--- src/rtl/fetch_sequencer_pkg.sv ---
// Shared fetch-sequencer definitions: IM base/vector addresses, sequencer state
// encoding and the redirect-source enum consumed by the hazard unit.
package fetch_sequencer_pkg;

  localparam logic [31:0] RESET_PC_DEF = 32'h0000_3000;
  localparam logic [31:0] EXC_PC_DEF   = 32'h0000_4180;

  typedef enum logic [1:0] {
    ST_BOOT = 2'd0,
    ST_RUN  = 2'd1,
    ST_SLOT = 2'd2
  } state_t;

  typedef enum logic [2:0] {
    SRC_NONE = 3'd0,
    SRC_EXC  = 3'd1,
    SRC_ERET = 3'd2,
    SRC_JR   = 3'd3,
    SRC_J    = 3'd4,
    SRC_BR   = 3'd5
  } src_t;

  // Wrapping subtract makes addresses below base look huge, so one compare covers both ends.
  function automatic logic in_im(input logic [31:0] addr, input logic [31:0] base,
                                 input int unsigned aw);
    logic [31:0] off;
    off = addr - base;
    return (off >> (aw + 2)) == 32'd0;
  endfunction

endpackage

--- src/rtl/fetch_sequencer_npc_select.sv ---
// Combinational redirect arbiter: picks the highest-priority enabled request,
// forms its target and flags targets that are misaligned or outside IM.
module fetch_sequencer_npc_select
  import fetch_sequencer_pkg::*;
#(
  parameter logic [31:0] RESET_PC = RESET_PC_DEF,
  parameter logic [31:0] EXC_PC   = EXC_PC_DEF,
  parameter int unsigned IM_AW    = 12
) (
  input  logic        i_en_vec,
  input  logic        i_en_flow,
  input  logic [3:0]  i_pc_hi,
  input  logic        i_exc_req,
  input  logic        i_eret_req,
  input  logic [31:0] i_epc,
  input  logic        i_jr_req,
  input  logic [31:0] i_jr_target,
  input  logic        i_j_req,
  input  logic [25:0] i_j_index,
  input  logic        i_br_req,
  input  logic [31:0] i_br_target,
  output logic        o_accept,
  output src_t        o_src,
  output logic [31:0] o_target,
  output logic        o_err
);

  logic [31:0] w_j_target;

  assign w_j_target = {i_pc_hi, i_j_index, 2'b00};

  always_comb begin
    o_accept = 1'b0;
    o_src    = SRC_NONE;
    o_target = EXC_PC;
    o_err    = 1'b0;
    if (i_en_vec && i_exc_req) begin
      o_accept = 1'b1;
      o_src    = SRC_EXC;
      o_target = EXC_PC;
    end else if (i_en_vec && i_eret_req) begin
      o_accept = 1'b1;
      o_src    = SRC_ERET;
      o_target = i_epc;
      o_err    = (i_epc[1:0] != 2'b00) || !in_im(i_epc, RESET_PC, IM_AW);
    end else if (i_en_flow && i_jr_req) begin
      o_accept = 1'b1;
      o_src    = SRC_JR;
      o_target = i_jr_target;
      o_err    = (i_jr_target[1:0] != 2'b00) || !in_im(i_jr_target, RESET_PC, IM_AW);
    end else if (i_en_flow && i_j_req) begin
      // j targets are word-aligned by construction; only range can go wrong.
      o_accept = 1'b1;
      o_src    = SRC_J;
      o_target = w_j_target;
      o_err    = !in_im(w_j_target, RESET_PC, IM_AW);
    end else if (i_en_flow && i_br_req) begin
      o_accept = 1'b1;
      o_src    = SRC_BR;
      o_target = i_br_target;
      o_err    = (i_br_target[1:0] != 2'b00) || !in_im(i_br_target, RESET_PC, IM_AW);
    end
  end

endmodule

--- src/rtl/fetch_sequencer.sv ---
// Program-counter owner: sequences BOOT/RUN/SLOT, applies stall, accepted
// redirects and the optional branch delay slot, and drives the IM word index.
//   state | meaning
//   BOOT  | just out of reset, pc=RESET_PC not yet fetchable
//   RUN   | normal sequential fetch, all redirects accepted
//   SLOT  | delay-slot fetch issued, pending target lands next unstalled edge
module fetch_sequencer
  import fetch_sequencer_pkg::*;
#(
  parameter logic [31:0] RESET_PC   = RESET_PC_DEF,
  parameter logic [31:0] EXC_PC     = EXC_PC_DEF,
  parameter int unsigned IM_AW      = 12,
  parameter bit          DELAY_SLOT = 1'b1
) (
  input  logic             clk,
  input  logic             reset,
  input  logic             stall,
  input  logic             exc_req,
  input  logic             eret_req,
  input  logic [31:0]      epc,
  input  logic             jr_req,
  input  logic [31:0]      jr_target,
  input  logic             j_req,
  input  logic [25:0]      j_index,
  input  logic             br_req,
  input  logic [31:0]      br_target,
  output logic [31:0]      pc,
  output logic [IM_AW-1:0] instr_addr,
  output logic             pc_valid,
  output logic             redirect,
  output logic             addr_err
);

  state_t      r_state, w_state_nxt;
  logic [31:0] r_pc, w_pc_nxt;
  logic [31:0] r_pending, w_pending_nxt;
  logic [31:0] w_pc_plus4;
  logic [31:0] w_offset;
  logic        w_en_vec, w_en_flow;
  logic        w_accept, w_err;
  src_t        w_src;
  logic [31:0] w_target;

  assign w_pc_plus4 = r_pc + 32'd4;
  assign w_offset   = r_pc - RESET_PC;
  assign w_en_vec   = !stall && (r_state != ST_BOOT);
  assign w_en_flow  = !stall && (r_state == ST_RUN);

  fetch_sequencer_npc_select #(
    .RESET_PC (RESET_PC),
    .EXC_PC   (EXC_PC),
    .IM_AW    (IM_AW)
  ) u_npc_select (
    .i_en_vec    (w_en_vec),
    .i_en_flow   (w_en_flow),
    .i_pc_hi     (w_pc_plus4[31:28]),
    .i_exc_req   (exc_req),
    .i_eret_req  (eret_req),
    .i_epc       (epc),
    .i_jr_req    (jr_req),
    .i_jr_target (jr_target),
    .i_j_req     (j_req),
    .i_j_index   (j_index),
    .i_br_req    (br_req),
    .i_br_target (br_target),
    .o_accept    (w_accept),
    .o_src       (w_src),
    .o_target    (w_target),
    .o_err       (w_err)
  );

  always_ff @(posedge clk or negedge reset) begin
    if (!reset) begin
      r_state   <= ST_BOOT;
      r_pc      <= RESET_PC;
      r_pending <= RESET_PC;
    end else begin
      r_state   <= w_state_nxt;
      r_pc      <= w_pc_nxt;
      r_pending <= w_pending_nxt;
    end
  end

  always_comb begin
    w_state_nxt   = r_state;
    w_pc_nxt      = r_pc;
    w_pending_nxt = r_pending;
    case (r_state)
      ST_BOOT: w_state_nxt = ST_RUN;
      ST_RUN, ST_SLOT: begin
        if (stall) begin
          w_state_nxt = r_state;
        end else if (w_accept) begin
          // Vectors, eret and bad targets never go through a delay slot.
          if (w_err) begin
            w_pc_nxt    = EXC_PC;
            w_state_nxt = ST_RUN;
          end else if (!DELAY_SLOT || w_src == SRC_EXC || w_src == SRC_ERET) begin
            w_pc_nxt    = w_target;
            w_state_nxt = ST_RUN;
          end else begin
            w_pc_nxt      = w_pc_plus4;
            w_pending_nxt = w_target;
            w_state_nxt   = ST_SLOT;
          end
        end else if (r_state == ST_SLOT) begin
          w_pc_nxt    = r_pending;
          w_state_nxt = ST_RUN;
        end else begin
          w_pc_nxt = w_pc_plus4;
        end
      end
      default: begin
        w_state_nxt = ST_BOOT;
        w_pc_nxt    = RESET_PC;
      end
    endcase
  end

  assign pc         = r_pc;
  assign instr_addr = IM_AW'(w_offset >> 2);
  assign pc_valid   = (r_state != ST_BOOT);
  assign redirect   = w_accept;
  assign addr_err   = w_accept && w_err;

endmodule

--- config.mk ---
export PLATFORM = sky130hd
export DESIGN_NAME = fetch_sequencer
export DESIGN_NICKNAME = d
export VERILOG_FILES = /design/src/rtl/fetch_sequencer_pkg.sv /design/src/rtl/fetch_sequencer_npc_select.sv /design/src/rtl/fetch_sequencer.sv
export SDC_FILE = /design/constraint.sdc
export NUM_CORES = 1
export LEC_CHECK = 0
export ABC_CLOCK_PERIOD_IN_PS = 5300
export CAP_MARGIN = 5
export CORE_ASPECT_RATIO = 1.1
export CORE_MARGIN = 5
export CORE_UTILIZATION = 49
export DETAILED_ROUTE_END_ITERATION = 10
export PLACE_DENSITY_LB_ADDON = 0.05
export SYNTH_ARGS = -nofsm -noshare
export SYNTH_HDL_FRONTEND = slang
export SYNTH_SLANG_ARGS = --single-unit
--- constraint.sdc ---
create_clock -name clk -period 5.3 [get_ports clk]
set_clock_uncertainty 0.05 [all_clocks]
set_input_delay 0.795 -clock clk [delete_from_list [all_inputs] [get_ports clk]]
set_output_delay 0.795 -clock clk [all_outputs]
set_load 0.01 [all_outputs]
==> flow_summary.ini, run 1 <==
[clocking]
clk_pin_slew_ns = 0.08
ctsRootBufferMaster = sky130_fd_sc_hd__clkbuf_8
clock-sinks = 66
post_cts_hold_buffer_count = 0
clock_tree_from_tritoncts = yes
cts-root-to-sink-buffers = 2
post-cts-setup-buffers = 0
clock_insertion_delay_worst_skew_ns = 0.35
cts_resized = 0
cts-htree-levels = 3
tritoncts_buffer_count = 9

[die]
floorplan.rows = 38
die-area_um2 = 12000
io-pin-count = 177
die_w_um = 105
coreArea_um2 = 9750
floorplan.initialDensity_pct = 49.6
die_height_um = 114

[layout]
final_area_um2 = 6840
synthToLayoutAreaGrowth_pct = 41.5
utilization_pct = 70.2
layout-drive-gt1-share_pct = 7.03
antennaDiodeCount = 0
final_net_count = 871

[logic_synthesis]
yosys_warnings = 0
post_syn_instances = 584
synthTopCellsByArea = sky130_fd_sc_hd__dfrtp_1 (32%), sky130_fd_sc_hd__o21ai_0 (5.2%), sky130_fd_sc_hd__nor2_1 (5.0%), sky130_fd_sc_hd__nand2_1 (4.3%), sky130_fd_sc_hd__a21oi_1 (3.6%)
post-synth-top-count-cell = sky130_fd_sc_hd__nor2_1
fraction_of_post_synthesis_cell_area_in_the_top_cell_type_by_area_pct = 32.1
yosys_most_used_dff = sky130_fd_sc_hd__dfrtp_1
synth_enable_flop_cells = 0
synth-async-reset-ratio_pct = 100
synth_seq_area_share_pct = 34.3
syn-num-nets = 720
leading_cell_types_by_count_after_synthesis = sky130_fd_sc_hd__nor2_1 (64), sky130_fd_sc_hd__dfrtp_1 (62), sky130_fd_sc_hd__nand2_1 (56)
syn_area_um2 = 4840
synth_top_cell_by_area = sky130_fd_sc_hd__dfrtp_1
syn-mean-instance-area_um2 = 8.28
synth.distinct_cells = 62
synth.ff_latch_count = 66

[worst_setup_path]
cell_family_with_the_largest_share_of_critical_path_delay = simple AND/OR/NAND/NOR gates
timing.critical_path.fanout_max = 15
start_kind = input port
worst-endpoint-required_ns = 4.45
critical-path-slowest-cell = sky130_fd_sc_hd__clkdlybuf4s50_1
cp_cell_sequence = clkdlybuf4s50_1, nor2b_1, and2_1, nand4_1, o21a_1, o211ai_1, nand3_1, clkdlybuf4s50_1
setup.worst_path.end_class = output pin
worst-path-buf-inv = 2
path_common_cell = sky130_fd_sc_hd__clkdlybuf4s50_1
largest_stage_delay_on_the_critical_path_ns = 0.59
cp.arrival_ns = 3.86
path_class = input port to output pin

[global_routing]
grt_antenna_before_repair = 0
track_usage_pct = 27.1
pin_count_of_the_biggest_net_entering_global_routing = 45
grt_first_pass_wirelength_um = 26400
grt_overflow = 0
grt_pass1_vias = 5199

[sta]
number_of_failing_setup_endpoints_in_the_final_timing_report = 0
worst_slew_pin_slew_ns = 1.07
finalHoldWorstSlack_ns = 0.388
grt_setup_unrepaired = no
totalNegativeSetupSlack_ns = 0
relSlewSlack_pct = 28.9
period_needed_ns = 4.70
period_share_pct = 88.7
hold_violations = 0
fmax_mhz = 213
maxSlewViolCount = 0

[power]
max_ir_drop_vdd_mv = 0.169
internal-power_mw = 1.32
power.static_leakage_nw = 2.74
seq_power_share_pct = 31.0
switching_power_mw = 0.809
power_per_cell_area_nw_per_um2 = 311
comb_power_share_pct = 44.4
clockPowerShare_pct = 24.6
switching_share_pct = 38.0

[detailed_routing]
viasPerCell = 6.01
wl_um = 16400
dr.first_iter.drc_count = 391
post_route_antenna_net_violation_count = 0
drt-wirelength-per-cell_um = 19.1
detailroute.via_count = 5172
drt_drc_violations_left = 0
drt-pass1-iter-count = 8

[flow_run]
cap_viol_max_count = 0

[hold_path]
path_type_of_the_worst_min_delay_path = input port to asynchronous set/reset pin

[place]
detailedPlacementHpwl_um = 12500
placedInstanceArea_um2 = 6600
routabilityCongestion = 0.893
portBuffers = 176

[run_status]
run_status = complete, no violations
-- logic make-up after synthesis --
group,share of synthesized area (%)
AO/OA/AOI/OAI,21.2
XOR/XNOR,5.98
adder cells (fa/ha/maj),1.55
buffers and inverters,5.36
flip-flops,34.3
multiplexers,6.26
AND/OR/NAND/NOR,25.4
-- path summary, 6_finish.rpt --
kind	start	slack [ns]	cells after the start	to
min reg2reg	r_pending[27]	0.44	1	r_pending[27]
min in group clk	r_pending[27]	0.44	1	r_pending[27]
min	reset	0.39	1	pc[11]
max reg2reg	pc[2]	1.81	8	r_pending[10]
max in group asynchronous	reset	3.85	2	r_pending[30]
max	stall	0.60	8	addr_err
-- layout make-up --
cell class	count	area, µm²
clock buffers	9	124
repair buffers	184	1820
inverters	12	45.0
fillers	774	2910
flip-flops and latches	66	1660
multi-input cells	462	2930
well taps	120	150
clock inverters	7	118
-- sequential cells by signal, summed over array words and instances (netlist names) --
signal,cells
pc,32
r_pending,32
r_state,2
-- routing by layer --
layer / GRT usage [%] / wire (µm) / vias up
met5: 0 / 0 / -
met4: 10.6 / 456 / 0
met3: 6.49 / 1370 / 45
met2: 46.9 / 8150 / 270
met1: 32.7 / 6470 / 2435
li1: - / - / 2422
-- layout by cell type (no fill, tap or decap), types with 6 or more instances in the layout --
master / netlist / routed
sky130_fd_sc_hd__clkdlybuf4s50_1: 0 / 175
sky130_fd_sc_hd__nor2_1: 64 / 63
sky130_fd_sc_hd__dfrtp_1: 62 / 62
sky130_fd_sc_hd__nand2_1: 56 / 56
sky130_fd_sc_hd__o21ai_0: 50 / 50
sky130_fd_sc_hd__a21oi_1: 35 / 35
sky130_fd_sc_hd__and2_1: 25 / 25
sky130_fd_sc_hd__nand3_1: 19 / 19
sky130_fd_sc_hd__a22oi_1: 19 / 19
sky130_fd_sc_hd__xnor2_1: 18 / 18
sky130_fd_sc_hd__nor4_1: 16 / 16
sky130_fd_sc_hd__xor2_1: 15 / 15
sky130_fd_sc_hd__nand4_1: 15 / 15
sky130_fd_sc_hd__mux2i_1: 13 / 13
sky130_fd_sc_hd__inv_1: 12 / 12
sky130_fd_sc_hd__nor3_1: 12 / 12
sky130_fd_sc_hd__a221oi_1: 10 / 10
sky130_fd_sc_hd__clkbuf_8: 0 / 9
sky130_fd_sc_hd__buf_4: 10 / 8
sky130_fd_sc_hd__mux2_4: 7 / 7
sky130_fd_sc_hd__o31ai_1: 7 / 7
sky130_fd_sc_hd__a21o_1: 6 / 6
sky130_fd_sc_hd__mux2_2: 6 / 6
-- through the flow --
stage	total power, mW	cells	worst slack, ns
2_1_floorplan	1.22	584	2.08
3_3_place_gp	1.58	844	0.848
3_5_place_dp	1.60	844	0.697
4_1_cts	2.12	860	0.665
5_1_grt	2.24	860	0.426
6_report	2.13	860	0.597
-- power by group through the flow --
stage,logic (mW),registers (mW),clock network [mW]
floorplan,0.570,0.648,0
global placement,0.913,0.662,0
detailed placement,0.931,0.666,0
CTS,0.938,0.657,0.523
global route,1.03,0.669,0.544
finish,0.944,0.660,0.523
Power figures use the tool's default switching activity.
==> run 2, diff against run 1 <==
- CORE_UTILIZATION: 49 -> 46
==> run 2 against run 1 <==
  * Maximum frequency grew 1.7%
  * Die area grew 5.9%
  * Sequential share of layout area shrank 0.19 points
  * Count of clock-buffer cells in the layout grew 3
  * Routed wire length grew 0.43%
  * Via count shrank 0.44%
  * Total power grew 0.42%
  * Final area grew 0.79%
  * Critical path type unchanged
  * Worst setup slack gained 0.077 ns
  * Sequential cell count is the same
  * Non-clock buffer count grew 1
==> flow_summary.ini, run 2 (synthesis gave the netlist of run 1 again) <==
[clocking]
post-cts-setup-buffers = 0
ctsRootBufferMaster = sky130_fd_sc_hd__clkbuf_16
tritoncts_buffer_count = 9
clock_tree_from_tritoncts = yes
clock_insertion_delay_worst_skew_ns = 0.33
post_cts_hold_buffer_count = 0
clk_pin_slew_ns = 0.05
cts_resized = 0
clock-sinks = 66
cts-root-to-sink-buffers = 2
cts-htree-levels = 3

[worst_setup_path]
setup.worst_path.end_class = output pin
path_class = input port to output pin
worst-endpoint-required_ns = 4.45
start_kind = input port
cp.arrival_ns = 3.78
ff2ff_setup_slack_ns = 1.89
timing.critical_path.fanout_max = 15

[place]
routabilityCongestion = 0.871
portBuffers = 176
detailedPlacementHpwl_um = 12300
post-place-cells = 868

[die]
coreArea_um2 = 10300
die_height_um = 118
io-pin-count = 177
die_w_um = 108
die-area_um2 = 12700
floorplan.initialDensity_pct = 46.7
floorplan.rows = 39

[sta]
totalNegativeSetupSlack_ns = 0
worst_slew_pin_slew_ns = 0.998
grt_setup_unrepaired = no
hold_violations = 0
period_share_pct = 87.3
maxSlewViolCount = 0
number_of_failing_setup_endpoints_in_the_final_timing_report = 0
relSlewSlack_pct = 33.5
period_needed_ns = 4.63
fmax_mhz = 216

[layout]
layout-drive-gt1-share_pct = 6.75
utilization_pct = 66.7
num-fill-cells = 886
final_cell_mix = sky130_fd_sc_hd__clkdlybuf4s50_1 (175), sky130_fd_sc_hd__nor2_1 (63), sky130_fd_sc_hd__dfrtp_1 (62)
leading_cell_type_in_the_layout_fill_and_taps_excluded = sky130_fd_sc_hd__clkdlybuf4s50_1
antennaDiodeCount = 0
layout.cells.non_filler = 884
final_net_count = 872
synthToLayoutAreaGrowth_pct = 42.6

[global_routing]
grt_antenna_before_repair = 0
grt_overflow = 0
track_usage_pct = 26.1
pin_count_of_the_biggest_net_entering_global_routing = 67
grt_pass1_vias = 5350
grt_first_pass_wirelength_um = 26700

[detailed_routing]
detailroute.via_count = 5149
drt_drc_violations_left = 0
viasPerCell = 5.82
post_route_antenna_net_violation_count = 0
dr.first_iter.drc_count = 427
drt-pass1-iter-count = 5
drt-wirelength-per-cell_um = 18.7
wl_um = 16500

[power]
power_per_cell_area_nw_per_um2 = 310
power.static_leakage_nw = 2.75
max_ir_drop_vdd_mv = 0.154

[run_status]
run_status = complete, no violations

[hold_path]
path_type_of_the_worst_min_delay_path = flop to flop

[flow_run]
cap_viol_max_count = 0
==> run 2: metrics by stage <==
step                      worst slack (ns)  power (mW)  hold slack (ns)  instance area (µm²)
after floorplan                       2.08        1.22            0.397                 4840
after global placement               0.858        1.59            0.417                 6640
after detailed placement             0.754        1.60            0.421                 6640
after CTS                            0.735        2.14            0.436                 6900
after global routing                 0.498        2.25            0.443                 6900
final                                0.674        2.14            0.434                 6900
==> run 2: worst paths after layout <==
check / from / to / cells after the start
min in group asynchronous: reset / r_pending[15] / 2
max in group asynchronous: reset / r_pending[0] / 2
worst min register to register: r_pending[27] / r_pending[27] / 1
worst min-delay path: r_pending[27] / r_pending[27] / 1
worst max register to register: pc[2] / r_pending[11] / 8
worst max-delay path: stall / addr_err / 8
==> run 2: critical path, stage by stage <==
cell	delay, ns
sky130_fd_sc_hd__clkdlybuf4s50_1	0.58
sky130_fd_sc_hd__nor2b_1	0.50
sky130_fd_sc_hd__and2_1	0.52
sky130_fd_sc_hd__nand4_1	0.16
sky130_fd_sc_hd__o21a_1	0.25
sky130_fd_sc_hd__o211ai_1	0.25
sky130_fd_sc_hd__nand3_1	0.19
sky130_fd_sc_hd__clkdlybuf4s50_1	0.53
==> run 2: per-layer routing <==
layer,global-route usage [%],up-vias,share of wire (%),routed length [µm]
li1,-,2427,-,-
met1,32.9,2468,40,6550
met2,44.2,230,49,8130
met3,6.58,24,9.3,1530
met4,6.63,0,1.8,297
met5,0,-,0,0
==> run 2: cell type report <==
class | instances | area [µm²] | area share (%)
well taps | 143 | 179 | 2.59
inverters | 12 | 45.0 | 0.653
clock buffers | 12 | 236 | 3.43
clock inverters | 4 | 22.5 | 0.327
multi-input cells | 462 | 2930 | 42.5
flip-flops and latches | 66 | 1660 | 24.0
repair buffers | 185 | 1820 | 26.5
==> run 2: report_power, final <==
| part | internal (mW) | total (mW) | leakage, nW | switching (mW) |
|---|---|---|---|---|
| clock | 0.314 | 0.532 | 0.126 | 0.217 |
| sequential | 0.577 | 0.659 | 0.885 | 0.0826 |
| combinational | 0.431 | 0.945 | 1.74 | 0.513 |
| total | 1.32 | 2.14 | 2.75 | 0.813 |
